### src/rtl/fifo_rx_credit_if.sv
// Host/decoder/TX-facing signal bundle of the SpaceWire receive FIFO.
// The slave side is the FIFO; the master side is the surrounding logic or testbench.
interface fifo_rx_credit_if #(
    parameter int unsigned DWIDTH = 9,
    parameter int unsigned AWIDTH = 6
);
    logic              wr_en;
    logic [DWIDTH-1:0] data_in;
    logic              rd_en;
    logic [DWIDTH-1:0] data_out;
    logic              f_full;
    logic              f_empty;
    logic [AWIDTH:0]   counter;
    logic [AWIDTH:0]   credit_out;
    logic              open_slot_fct;
    logic              fct_ack;
    logic              overflow_credit_error;
    logic              err_clr;
`ifdef FIFO_RX_ALMOST_FULL_EN
    logic              f_almost_full;
`endif

    modport master (
        output wr_en, data_in, rd_en, fct_ack, err_clr,
`ifdef FIFO_RX_ALMOST_FULL_EN
        input  f_almost_full,
`endif
        input  data_out, f_full, f_empty, counter, credit_out,
               open_slot_fct, overflow_credit_error
    );

    modport slave (
        input  wr_en, data_in, rd_en, fct_ack, err_clr,
`ifdef FIFO_RX_ALMOST_FULL_EN
        output f_almost_full,
`endif
        output data_out, f_full, f_empty, counter, credit_out,
               open_slot_fct, overflow_credit_error
    );
endinterface

### src/rtl/fifo_rx_credit.sv
// SpaceWire receive FIFO (FWFT) with FCT credit accounting and credit-violation flag.
// Optional FIFO_RX_ALMOST_FULL_EN adds parameter AF_LEVEL and output f_almost_full.
module fifo_rx_credit #(
    parameter int unsigned DWIDTH     = 9,
    parameter int unsigned AWIDTH     = 6,
    parameter int unsigned MAX_CREDIT = 56,
    parameter int unsigned FCT_CHUNK  = 8,
    parameter int unsigned FCT_GAP    = 300
`ifdef FIFO_RX_ALMOST_FULL_EN
   ,parameter int unsigned AF_LEVEL   = 48
`endif
) (
    input logic             clk,
    input logic             rst,
    fifo_rx_credit_if.slave bus
);
    localparam int unsigned DEPTH = 2 ** AWIDTH;
    localparam int unsigned CW    = AWIDTH + 1;
    localparam int unsigned SW    = AWIDTH + 2;
    localparam int unsigned GW    = (FCT_GAP > 1) ? $clog2(FCT_GAP) : 1;

    localparam logic [CW-1:0] MAX_C    = CW'(MAX_CREDIT);
    localparam logic [CW-1:0] CHUNK_C  = CW'(FCT_CHUNK);
    localparam logic [SW-1:0] MAX_S    = SW'(MAX_CREDIT);
    localparam logic [SW-1:0] CHUNK_S  = SW'(FCT_CHUNK);
    localparam logic [GW-1:0] GAP_LAST = GW'(FCT_GAP - 1);

    typedef enum logic [1:0] {
        S_IDLE = 2'd0,
        S_REQ  = 2'd1,
        S_GAP  = 2'd2
    } fct_state_e;

    logic [DWIDTH-1:0] mem [DEPTH];

    logic [AWIDTH-1:0] wr_ptr_q, wr_ptr_d;
    logic [AWIDTH-1:0] rd_ptr_q, rd_ptr_d;
    logic [CW-1:0]     count_q, count_d;
    logic [CW-1:0]     credit_q, credit_d;
    logic [DWIDTH-1:0] dout_q, dout_d;
    logic              full_q, empty_q;
    logic              err_q, err_d;
`ifdef FIFO_RX_ALMOST_FULL_EN
    logic              af_q;
`endif

    fct_state_e        state_q;
    logic [GW-1:0]     gap_q;
    logic              open_q;

    logic              wr_acc;
    logic              rd_acc;
    logic              ack_take;
    logic              grant_ok;
    logic [SW-1:0]     committed;

    // Datapath next-state: pointers, occupancy, credit, error and FWFT head.
    always_comb begin
        wr_acc    = bus.wr_en & ~full_q;
        rd_acc    = bus.rd_en & ~empty_q;
        ack_take  = (state_q == S_REQ) & bus.fct_ack;

        wr_ptr_d  = wr_acc ? wr_ptr_q + AWIDTH'(1) : wr_ptr_q;
        rd_ptr_d  = rd_acc ? rd_ptr_q + AWIDTH'(1) : rd_ptr_q;

        count_d   = count_q;
        if (wr_acc && !rd_acc) begin
            count_d = count_q + CW'(1);
        end else if (rd_acc && !wr_acc) begin
            count_d = count_q - CW'(1);
        end

        credit_d  = credit_q;
        if (ack_take) begin
            credit_d = credit_d + CHUNK_C;
        end
        if (wr_acc && (credit_q != '0)) begin
            credit_d = credit_d - CW'(1);
        end

        // A violation on the same cycle as a clear leaves the flag set.
        err_d     = err_q;
        if (bus.err_clr) begin
            err_d = 1'b0;
        end
        if (bus.wr_en && (credit_q == '0)) begin
            err_d = 1'b1;
        end

        // Bypass the array when the incoming char becomes the new head.
        if (wr_acc && (wr_ptr_q == rd_ptr_d)) begin
            dout_d = bus.data_in;
        end else begin
            dout_d = mem[rd_ptr_d];
        end

        committed = SW'(count_q) + SW'(credit_q);
        grant_ok  = (committed + CHUNK_S) <= MAX_S;
    end

    always_ff @(posedge clk) begin
        if (wr_acc) begin
            mem[wr_ptr_q] <= bus.data_in;
        end
    end

    always_ff @(posedge clk or posedge rst) begin
        if (rst) begin
            wr_ptr_q <= '0;
            rd_ptr_q <= '0;
            count_q  <= '0;
            credit_q <= '0;
            dout_q   <= '0;
            full_q   <= 1'b0;
            empty_q  <= 1'b1;
            err_q    <= 1'b0;
        end else begin
            wr_ptr_q <= wr_ptr_d;
            rd_ptr_q <= rd_ptr_d;
            count_q  <= count_d;
            credit_q <= credit_d;
            dout_q   <= dout_d;
            full_q   <= (count_d == MAX_C);
            empty_q  <= (count_d == '0);
            err_q    <= err_d;
        end
    end

`ifdef FIFO_RX_ALMOST_FULL_EN
    always_ff @(posedge clk or posedge rst) begin
        if (rst) begin
            af_q <= 1'b0;
        end else begin
            af_q <= (count_d >= CW'(AF_LEVEL));
        end
    end

    assign bus.f_almost_full = af_q;
`endif

    // FCT request sequencer: IDLE -> REQ (hold until ack) -> GAP (FCT_GAP cycles) -> IDLE.
    always_ff @(posedge clk or posedge rst) begin
        if (rst) begin
            state_q <= S_IDLE;
            gap_q   <= '0;
            open_q  <= 1'b0;
        end else begin
            unique case (state_q)
                S_IDLE: begin
                    if (grant_ok) begin
                        state_q <= S_REQ;
                        open_q  <= 1'b1;
                    end
                end
                S_REQ: begin
                    if (bus.fct_ack) begin
                        state_q <= S_GAP;
                        open_q  <= 1'b0;
                        gap_q   <= '0;
                    end
                end
                S_GAP: begin
                    if (gap_q == GAP_LAST) begin
                        state_q <= S_IDLE;
                    end else begin
                        gap_q <= gap_q + GW'(1);
                    end
                end
                default: begin
                    state_q <= S_IDLE;
                    open_q  <= 1'b0;
                end
            endcase
        end
    end

    assign bus.data_out              = dout_q;
    assign bus.f_full                = full_q;
    assign bus.f_empty               = empty_q;
    assign bus.counter               = count_q;
    assign bus.credit_out            = credit_q;
    assign bus.open_slot_fct         = open_q;
    assign bus.overflow_credit_error = err_q;
endmodule
### src/flat_wrapper.sv
// flat-port wrapper written by rule: the top's interface ports become plain ports
module fifo_rx_credit_flat 
#(
    parameter int unsigned DWIDTH     = 9,
    parameter int unsigned AWIDTH     = 6,
    parameter int unsigned MAX_CREDIT = 56,
    parameter int unsigned FCT_CHUNK  = 8,
    parameter int unsigned FCT_GAP    = 300

)
  (clk, rst, bus_wr_en, bus_data_in, bus_rd_en, bus_fct_ack, bus_err_clr, bus_data_out, bus_f_full, bus_f_empty, bus_counter, bus_credit_out, bus_open_slot_fct, bus_overflow_credit_error);
  fifo_rx_credit_if #(.DWIDTH(DWIDTH), .AWIDTH(AWIDTH)) bus_i ();
  input logic clk;
  input logic rst;
  input wire logic [$bits(bus_i.wr_en)-1:0] bus_wr_en;
  input wire logic [$bits(bus_i.data_in)-1:0] bus_data_in;
  input wire logic [$bits(bus_i.rd_en)-1:0] bus_rd_en;
  input wire logic [$bits(bus_i.fct_ack)-1:0] bus_fct_ack;
  input wire logic [$bits(bus_i.err_clr)-1:0] bus_err_clr;
  output wire logic [$bits(bus_i.data_out)-1:0] bus_data_out;
  output wire logic [$bits(bus_i.f_full)-1:0] bus_f_full;
  output wire logic [$bits(bus_i.f_empty)-1:0] bus_f_empty;
  output wire logic [$bits(bus_i.counter)-1:0] bus_counter;
  output wire logic [$bits(bus_i.credit_out)-1:0] bus_credit_out;
  output wire logic [$bits(bus_i.open_slot_fct)-1:0] bus_open_slot_fct;
  output wire logic [$bits(bus_i.overflow_credit_error)-1:0] bus_overflow_credit_error;
  assign bus_i.wr_en = bus_wr_en;
  assign bus_i.data_in = bus_data_in;
  assign bus_i.rd_en = bus_rd_en;
  assign bus_i.fct_ack = bus_fct_ack;
  assign bus_i.err_clr = bus_err_clr;
  assign bus_data_out = bus_i.data_out;
  assign bus_f_full = bus_i.f_full;
  assign bus_f_empty = bus_i.f_empty;
  assign bus_counter = bus_i.counter;
  assign bus_credit_out = bus_i.credit_out;
  assign bus_open_slot_fct = bus_i.open_slot_fct;
  assign bus_overflow_credit_error = bus_i.overflow_credit_error;
  fifo_rx_credit #(.DWIDTH(DWIDTH), .AWIDTH(AWIDTH), .MAX_CREDIT(MAX_CREDIT), .FCT_CHUNK(FCT_CHUNK), .FCT_GAP(FCT_GAP)) u_core (.clk(clk), .rst(rst), .bus(bus_i));
endmodule
### config.mk
export PLATFORM = sky130hd
export DESIGN_NAME = fifo_rx_credit_flat
export DESIGN_NICKNAME = d
export VERILOG_FILES = /design/src/rtl/fifo_rx_credit_if.sv /design/src/rtl/fifo_rx_credit.sv /design/src/flat_wrapper.sv
export SDC_FILE = /design/constraint.sdc
export NUM_CORES = 1
export LEC_CHECK = 0
export CAP_MARGIN = 20
export CORE_MARGIN = 3
export CORE_UTILIZATION = 50
export CTS_CLUSTER_SIZE = 20
export DETAILED_ROUTE_END_ITERATION = 16
export PLACE_DENSITY = 0.69
export SLEW_MARGIN = 20
export SYNTH_ARGS = -nofsm -noshare
export SYNTH_HDL_FRONTEND = slang
export SYNTH_SLANG_ARGS = --single-unit
### constraint.sdc
create_clock -name clk -period 2.6 [get_ports clk]
set_input_delay 0.52 -clock clk [delete_from_list [all_inputs] [get_ports clk]]
set_output_delay 0.52 -clock clk [all_outputs]
set_load 0.005 [all_outputs]
==> results of run 1 <==
placed cells by master (no fill, tap or decap), types with 12 or more instances in the layout:
| cell | netlist | routed |
|---|---|---|
| nand2_1 | 322 | 313 |
| xnor2_1 | 28 | 28 |
| buf_4 | 9 | 286 |
| clkdlybuf4s50_1 | 0 | 31 |
| dfrtp_1 | 49 | 46 |
| and3_1 | 36 | 35 |
| a22oi_1 | 27 | 26 |
| inv_1 | 20 | 19 |
| o21ai_0 | 18 | 13 |
| clkbuf_16 | 0 | 71 |
| nand4_1 | 12 | 12 |
| mux4_2 | 67 | 67 |
| clkinv_1 | 0 | 13 |
| clkbuf_1 | 34 | 12 |
| nor2b_1 | 34 | 33 |
| edfxtp_1 | 576 | 576 |
| o22ai_1 | 16 | 13 |
| nand3_1 | 81 | 76 |
| buf_12 | 0 | 45 |
| a21oi_1 | 56 | 50 |
| a211oi_1 | 32 | 31 |
| nor2_1 | 114 | 113 |
| mux2i_1 | 120 | 119 |
| a31oi_1 | 43 | 35 |
| ha_1 | 20 | 19 |
stage by stage:
| step | total power (W) | instance area [um^2] | std cells | setup TNS, ns |
|---|---|---|---|---|
| 2_1_floorplan | 0.0231 | 27300 | 1926 | 0 |
| 3_3_place_gp | 0.0315 | 31000 | 2871 | -26.76 |
| 3_5_place_dp | 0.0320 | 31000 | 2871 | -35.81 |
| 4_1_cts | 0.0423 | 33500 | 2994 | -0.989 |
| 5_1_grt | 0.0454 | 33900 | 3005 | -2.04 |
| 6_report | 0.0435 | 33900 | 3005 | -1.13 |
sequential cells by signal (all words and copies together), names as in the netlist:
| name | count |
|---|---|
| u_core.bus.counter | 7 |
| u_core.bus.credit_out | 7 |
| u_core.bus.data_out | 9 |
| u_core.bus.f_empty | 1 |
| u_core.bus.f_full | 1 |
| u_core.bus.open_slot_fct | 1 |
| u_core.bus.overflow_credit_error | 1 |
| u_core.gap_q | 9 |
| u_core.mem | 576 |
| u_core.rd_ptr_q | 6 |
| u_core.state_q | 2 |
| u_core.wr_ptr_q | 6 |
metal layers:
| layer | vias up | track usage [%] | routed length (um) |
|---|---|---|---|
| met1 | 9363 | 35.2 | 29500 |
| met4 | 0 | 10.3 | 2970 |
| li1 | 8030 | - | - |
| met2 | 1017 | 42.8 | 36300 |
| met5 | - | 0 | 0 |
| met3 | 183 | 6.25 | 7240 |
cell families after synthesis:
family                   count (synthesis)
AO/OA/AOI/OAI                          255
XOR/XNOR                                42
adder cells (fa/ha/maj)                 21
buffers and inverters                  140
flip-flops                             626
multiplexers                           189
AND/OR/NAND/NOR                        653
final cells by class:
| class | count | area share [%] |
|---|---|---|
| clock inverters | 34 | 1.04 |
| flip-flops and latches | 626 | 54.7 |
| clock buffers | 82 | 5.23 |
| repair buffers | 390 | 11.1 |
| inverters | 25 | 0.332 |
| well taps | 688 | 2.54 |
| multi-input cells | 1160 | 25.1 |
worst paths after layout:
| path | startpoint | endpoint | slack [ns] |
|---|---|---|---|
| setup / recovery | u_core.rd_ptr_q[1]$_DFF_PP0_ | u_core.bus.data_out[4]$_DFF_PP0_ | -0.19 |
| hold / removal | rst | u_core.gap_q[3]$_DFFE_PP0P_ | 0.26 |
| setup reg to reg | u_core.rd_ptr_q[1]$_DFF_PP0_ | u_core.bus.data_out[4]$_DFF_PP0_ | -0.19 |
| hold reg to reg | u_core.gap_q[1]$_DFFE_PP0P_ | u_core.gap_q[1]$_DFFE_PP0P_ | 0.51 |
| max in group asynchronous | rst | u_core.bus.f_empty$_DFF_PP1_ | 1.70 |
| min in group clk | bus_data_in[7] | u_core.mem[59][7]$_DFFE_PP_ | 0.39 |
worst register-to-register path: stages (launching register included):
cell	delay, ns
dfrtp_4	0.49
ha_4	0.17
nand3b_1	0.17
xor2_4	0.21
buf_12	0.15
inv_16	0.07
buf_12	0.17
buf_6	0.14
nand2_1	0.07
nand3_1	0.10
a31oi_2	0.25
o311ai_2	0.17
buf_4	0.17
o32a_1	0.35
power groups by stage:
stage | Clock, W | Combinational (W) | Sequential (W)
6_report | 0.00935 | 0.0219 | 0.0123
5_1_grt | 0.00988 | 0.0232 | 0.0123
4_1_cts | 0.00945 | 0.0206 | 0.0123
3_5_place_dp | 0 | 0.0195 | 0.0125
3_3_place_gp | 0 | 0.0191 | 0.0124
2_1_floorplan | 0 | 0.0109 | 0.0122
what timing repair did:
| action | CTS | global route |
|---|---|---|
| gates cloned | 2 | 3 |
| buffers inserted | 5 | 10 |
| hold buffers | 0 | 0 |
| endpoints found under the hold margin | 0 | 0 |
| resized for setup | 55 | 46 |
| setup endpoints to repair | 11 | 13 |
| pin swaps | 13 | 24 |
==> results.sh, run 1 <==
export IMPL_outcome="finished, violations left"
export IMPL_violations="negative setup slack"
export IMPL_clock_skew_final_ns=0.0237
export IMPL_synth_compound_area_share_pct=6.31
export IMPL_drt_vias_per_instance=6.19
export IMPL_period_share_pct=107
export IMPL_syn_area_mm2=0.0273
export IMPL_p_sw_w=0.0161
export IMPL_core_mm2=0.0533
export IMPL_yosys_warnings=0
export IMPL_hold_slack_ns=0.259
export IMPL_maxCapViolCount=0
export IMPL_cts_buffers_inserted=66
export IMPL_fill_cells=3666
export IMPL_fmax_mhz=359
export IMPL_rows=84
export IMPL_critPathKind="flop to flop"
export IMPL_routedWlPerCell_um=25.3
export IMPL_grtUsageTotal_pct=26.5
export IMPL_synthAdderAreaFrac_pct=0.991
export IMPL_rsz0062_at_grt="true"
export IMPL_peakVddDrop_v=0.000806
export IMPL_clk_latency_ns=0.61
export IMPL_synth_xor_area_share_pct=1.43
export IMPL_clock_power_share_pct=21.5
export IMPL_drtPass1Iterations=6
export IMPL_drtIter0Drc=2258
export IMPL_synth_area_leaders="edfxtp_1 63%, mux4_2 5.5%, dfrtp_1 4.5%"
export IMPL_rr_worst_depth=13
export IMPL_hp_class="input pin to asynchronous set/reset pin"
export IMPL_hold_viol=0
export IMPL_die_x_um=240
export IMPL_synthMuxAreaShare_pct=10.1
export IMPL_yosysSeqAreaShare_pct=68.0
export IMPL_antenna_found_initial=0
export IMPL_synth_most_common_cell="edfxtp_1"
export IMPL_power_per_cell_area_mw_per_mm2=1280
export IMPL_cp_max_fo=19
export IMPL_post_dp_hpwl_um=50100
export IMPL_clk_path_buf_depth=3
export IMPL_synth_top_family_by_area="simple AND/OR/NAND/NOR gates"
export IMPL_yosys_area_top_type_share_pct=63.4
export IMPL_grt_remaining_overflow=0
export IMPL_max_slew_margin_pct=39.3
export IMPL_max_slew_worst_pin_slew_ns=0.911
export IMPL_cp_num_buf_inv=5
export IMPL_synth_cells=1926
export IMPL_setup_viol=9
export IMPL_yosys_area_share_simple_pct=10.7
export IMPL_area_growth_syn_to_layout_pct=24.3
export IMPL_cts_tree="done"
export IMPL_cts_root_buffer_cell="clkbuf_16"
export IMPL_cp_top_family="compound AO/OA/AOI/OAI gates"
export IMPL_place_gp_congestion=0.935
export IMPL_avgSynthCellArea_um2=14.2
export IMPL_cts_htree_levels=3
export IMPL_arrival_ns=3.27
export IMPL_cp_data_required_time_ns=3.08
export IMPL_post_route_min_period_ns=2.79
export IMPL_grt_max_degree=66
export IMPL_maxSlewViolCount=0
export IMPL_p_leak_nw=12.4
export IMPL_drtAntennaViolNets=0
export IMPL_power_frac_comb_pct=50.3
export IMPL_final_util_pct=63.6
export IMPL_crit_top_cell="buf_12"
export IMPL_path_cells="ha_4 > nand3b_1 > xor2_4 > buf_12 > inv_16 > buf_12 > buf_6 > nand2_1 > nand3_1 > a31oi_2 > o311ai_2 > buf_4 > o32a_1"
export IMPL_start_util_pct=51.2
export IMPL_seqPwrFrac_pct=28.2
export IMPL_ys_ff_latch=626
export IMPL_swShare_pct=37.1
export IMPL_totalWireLength_um=76000
export IMPL_nNetsFinal=2305
export IMPL_setup_ws_ns=-0.189
export IMPL_first_global_vias=18600
export IMPL_clkSlewWorstSetupHoldPaths_ns=0.06
export IMPL_seq_area_mm2=0.0186
export IMPL_synthesis_nets=1962
export IMPL_diodes=0
export IMPL_ios=42
export IMPL_p_int_w=0.0274
export IMPL_synthFlopType="edfxtp_1"
export IMPL_cp_num_cells=13
export IMPL_dpl_worst_slack_ns=-1.17
export IMPL_grt_pass1_wl_um=113000
export IMPL_critical_path_slowest_cell="dfrtp_4"
export IMPL_endpoint_kind="flop"
export IMPL_synth_edff_count=576
export IMPL_drc=0
export IMPL_crit_path_max_incr_delay_ns=0.49
export IMPL_die_area_mm2=0.0574
export IMPL_cts_sinks=626
export IMPL_synth_largest_area_cell="edfxtp_1"
export IMPL_async_flop_share_pct=7.99
export IMPL_drive_gt1_share_pct=25.9
export IMPL_yosysUniqueCellTypes=66
export IMPL_cp_start_kind="flop"
export IMPL_multi_input_area_mm2=0.00849
export IMPL_synth_common_cells="576 x edfxtp_1, 322 x nand2_1, 120 x mux2i_1, 114 x nor2_1, 81 x nand3_1"
export IMPL_io_buffers=41
export IMPL_die_height_um=240
export IMPL_num_vias=18600
Power figures use the tool's default switching activity.
==> run 2, diff against run 1 <==
--- a/config.mk
+++ b/config.mk
@@ -7,10 +7,11 @@
 export LEC_CHECK = 0
 export CAP_MARGIN = 20
 export CORE_MARGIN = 3
-export CORE_UTILIZATION = 50
+export CORE_UTILIZATION = 60
 export CTS_CLUSTER_SIZE = 20
 export DETAILED_ROUTE_END_ITERATION = 16
-export PLACE_DENSITY = 0.69
+export DONT_BUFFER_PORTS = 1
+export PLACE_DENSITY = 0.76
 export SLEW_MARGIN = 20
 export SYNTH_ARGS = -nofsm -noshare
 export SYNTH_HDL_FRONTEND = slang
==> constraint.sdc (replaced) <==
create_clock -name clk -period 3.1 [get_ports clk]
set_input_delay 0.62 -clock clk [delete_from_list [all_inputs] [get_ports clk]]
set_output_delay 0.62 -clock clk [all_outputs]
set_load 0.005 [all_outputs]
==> run 2 against run 1 <==
Critical path depth is 2 lower. The run now ends clean. Clock skew is 0.0013 ns lower. Global-route usage is 3.0 points higher. Non-clock buffer count is 227 lower. Routed wire length is 7.7% lower. Clock-buffer cell count is 1 lower. Setup slack better by 0.25 ns. Cell area is 8.5% lower. Register-to-register slack better by 0.25 ns. Critical path type unchanged.
==> results.sh, run 2 (synthesis results as in run 1) <==
export IMPL_maxSlewViolCount=0
export IMPL_largest_register="u_core.mem"
export IMPL_post_route_cell_area_mm2=0.0310
export IMPL_nNetsFinal=2073
export IMPL_area_growth_syn_to_layout_pct=13.8
export IMPL_dpl_worst_slack_ns=-0.0315
export IMPL_place_area_mm2=0.0289
export IMPL_mostFrequentLayoutCells="576 x edfxtp_1, 322 x nand2_1, 145 x buf_4, 120 x mux2i_1, 113 x nor2_1"
export IMPL_grt_remaining_overflow=0
export IMPL_layout_commonest_cell="edfxtp_1"
export IMPL_start_util_pct=61.3
export IMPL_cp_data_required_time_ns=3.63
export IMPL_totalWireLength_um=70200
export IMPL_hp_class="input pin to flop"
export IMPL_grt_max_degree=96
export IMPL_max_slew_margin_pct=53.5
export IMPL_clk_path_buf_depth=3
export IMPL_maxCapViolCount=0
export IMPL_cp_max_fo=61
export IMPL_place_gp_congestion=0.920
export IMPL_power_total_w=0.0320
export IMPL_cts_tree="done"
export IMPL_arrival_ns=3.58
export IMPL_drtPass1Iterations=6
export IMPL_cts_root_buffer_cell="clkbuf_16"
export IMPL_num_vias=17700
export IMPL_cts_buffers_inserted=61
export IMPL_met1_length_um=26100
export IMPL_core_mm2=0.0445
export IMPL_rsz0062_at_grt="false"
export IMPL_die_area_mm2=0.0480
export IMPL_die_height_um=219
export IMPL_endpoint_kind="flop"
export IMPL_setup_viol=0
export IMPL_wl_met3_um=7390
export IMPL_drtAntennaViolNets=0
export IMPL_io_buffers=0
export IMPL_hold_viol=0
export IMPL_setup_ws_ns=0.0573
export IMPL_critPathKind="flop to flop"
export IMPL_cp_start_kind="flop"
export IMPL_cts_htree_levels=2
export IMPL_post_dp_hpwl_um=44100
export IMPL_drc=0
export IMPL_cts_sinks=626
export IMPL_antenna_found_initial=1
export IMPL_power_per_cell_area_mw_per_mm2=1030
export IMPL_drive_gt1_share_pct=17.0
export IMPL_p_leak_nw=10.9
export IMPL_die_x_um=219
export IMPL_max_slew_worst_pin_slew_ns=0.696
export IMPL_grtUsageTotal_pct=29.5
export IMPL_largest_reg_flops=576
export IMPL_rows=77
export IMPL_outcome="finished, final reports clean"
export IMPL_hold_slack_ns=0.0918
export IMPL_clk_latency_ns=0.63
export IMPL_drt_vias_per_instance=6.61
export IMPL_routed_top_layer="met4"
export IMPL_met2WireLength_um=33800
export IMPL_peakVddDrop_v=0.000998
export IMPL_routedWlPerCell_um=26.2
export IMPL_ios=42
export IMPL_drtIter0Drc=2235
export IMPL_first_global_vias=17400
export IMPL_fmax_mhz=329
export IMPL_period_share_pct=98.2
export IMPL_grt_pass1_wl_um=106000
export IMPL_cts_setup_buffers=0
export IMPL_clkSlewWorstSetupHoldPaths_ns=0.07
export IMPL_post_route_min_period_ns=3.04
export IMPL_clock_skew_final_ns=0.0224
[run 2: worst max-delay path: stages, from the launching register on]
cell and delay [ns]:
dfrtp_4 0.52, ha_4 0.17, nand3b_1 0.17, xor2_4 0.27, buf_12 0.33, buf_6 0.29, nand2_1 0.10, nand3_1 0.12
nand3_1 0.15, a211oi_1 0.42, o21ai_0 0.20, a31oi_1 0.16
[run 2: power breakdown]
group	leakage [nW]	switching [W]	internal, W
Clock	1.00	0.00314	0.00447
Sequential	5.80	0.000631	0.00979
Combinational	4.15	0.00820	0.00573
[run 2: layout make-up]
cell class                      instances  area (um^2)
Antenna cell                            1         2.50
Clock buffer                           81         1680
Clock inverter                         34          378
Fill cell                            2866        13500
Inverter                               25          104
Multi-Input combinational cell       1160         8140
Sequential cell                       626        18600
Tap cell                              592          741
Timing Repair Buffer                  163         1420
[run 2: timing repair]
action	CTS	global route
resized for setup	1	10
endpoints found under the hold margin	24	0
hold buffers	1	0
setup endpoints to repair	1	8
[run 2: path summary, 6_finish.rpt]
check,startpoint,end,slack (ns),cells after the start
min in group asynchronous,rst,u_core.gap_q[3]$_DFFE_PP0P_,0.56,2
min reg2reg,u_core.gap_q[1]$_DFFE_PP0P_,u_core.gap_q[1]$_DFFE_PP0P_,0.51,2
max in group asynchronous,rst,u_core.bus.data_out[0]$_DFF_PP0_,1.88,3
max reg2reg,u_core.rd_ptr_q[1]$_DFF_PP0_,u_core.bus.data_out[6]$_DFF_PP0_,0.06,11
min,bus_data_in[4],u_core.mem[8][4]$_DFFE_PP_,0.09,0
max,u_core.rd_ptr_q[1]$_DFF_PP0_,u_core.bus.data_out[6]$_DFF_PP0_,0.06,11
[run 2: through the flow]
stage	setup TNS [ns]	util, %	std cells
after floorplan	0	-	1926
after global placement	0	64.9	2565
after detailed placement	-0.0474	64.9	2565
after CTS	0	69.6	2681
after global routing	0	69.7	2682
final	0	69.7	2682
[run 2: routing by layer]
layer | up-vias | global-route usage, %
met5 | - | 0
met4 | 0 | 10.6
li1 | 7567 | -
met3 | 210 | 5.83
met2 | 1125 | 48.4
met1 | 8817 | 39.8
==> run 3, diff against run 2 <==
--- a/config.mk
+++ b/config.mk
@@ -5,14 +5,13 @@
 export SDC_FILE = /design/constraint.sdc
 export NUM_CORES = 1
 export LEC_CHECK = 0
-export CAP_MARGIN = 20
 export CORE_MARGIN = 3
 export CORE_UTILIZATION = 60
 export CTS_CLUSTER_SIZE = 20
 export DETAILED_ROUTE_END_ITERATION = 16
 export DONT_BUFFER_PORTS = 1
 export PLACE_DENSITY = 0.76
-export SLEW_MARGIN = 20
+export SLEW_MARGIN = 5
 export SYNTH_ARGS = -nofsm -noshare
 export SYNTH_HDL_FRONTEND = slang
 export SYNTH_SLANG_ARGS = --single-unit
==> results of run 3 <==
Same layout as run 2: the final DEF is identical, and so are final timing and power.
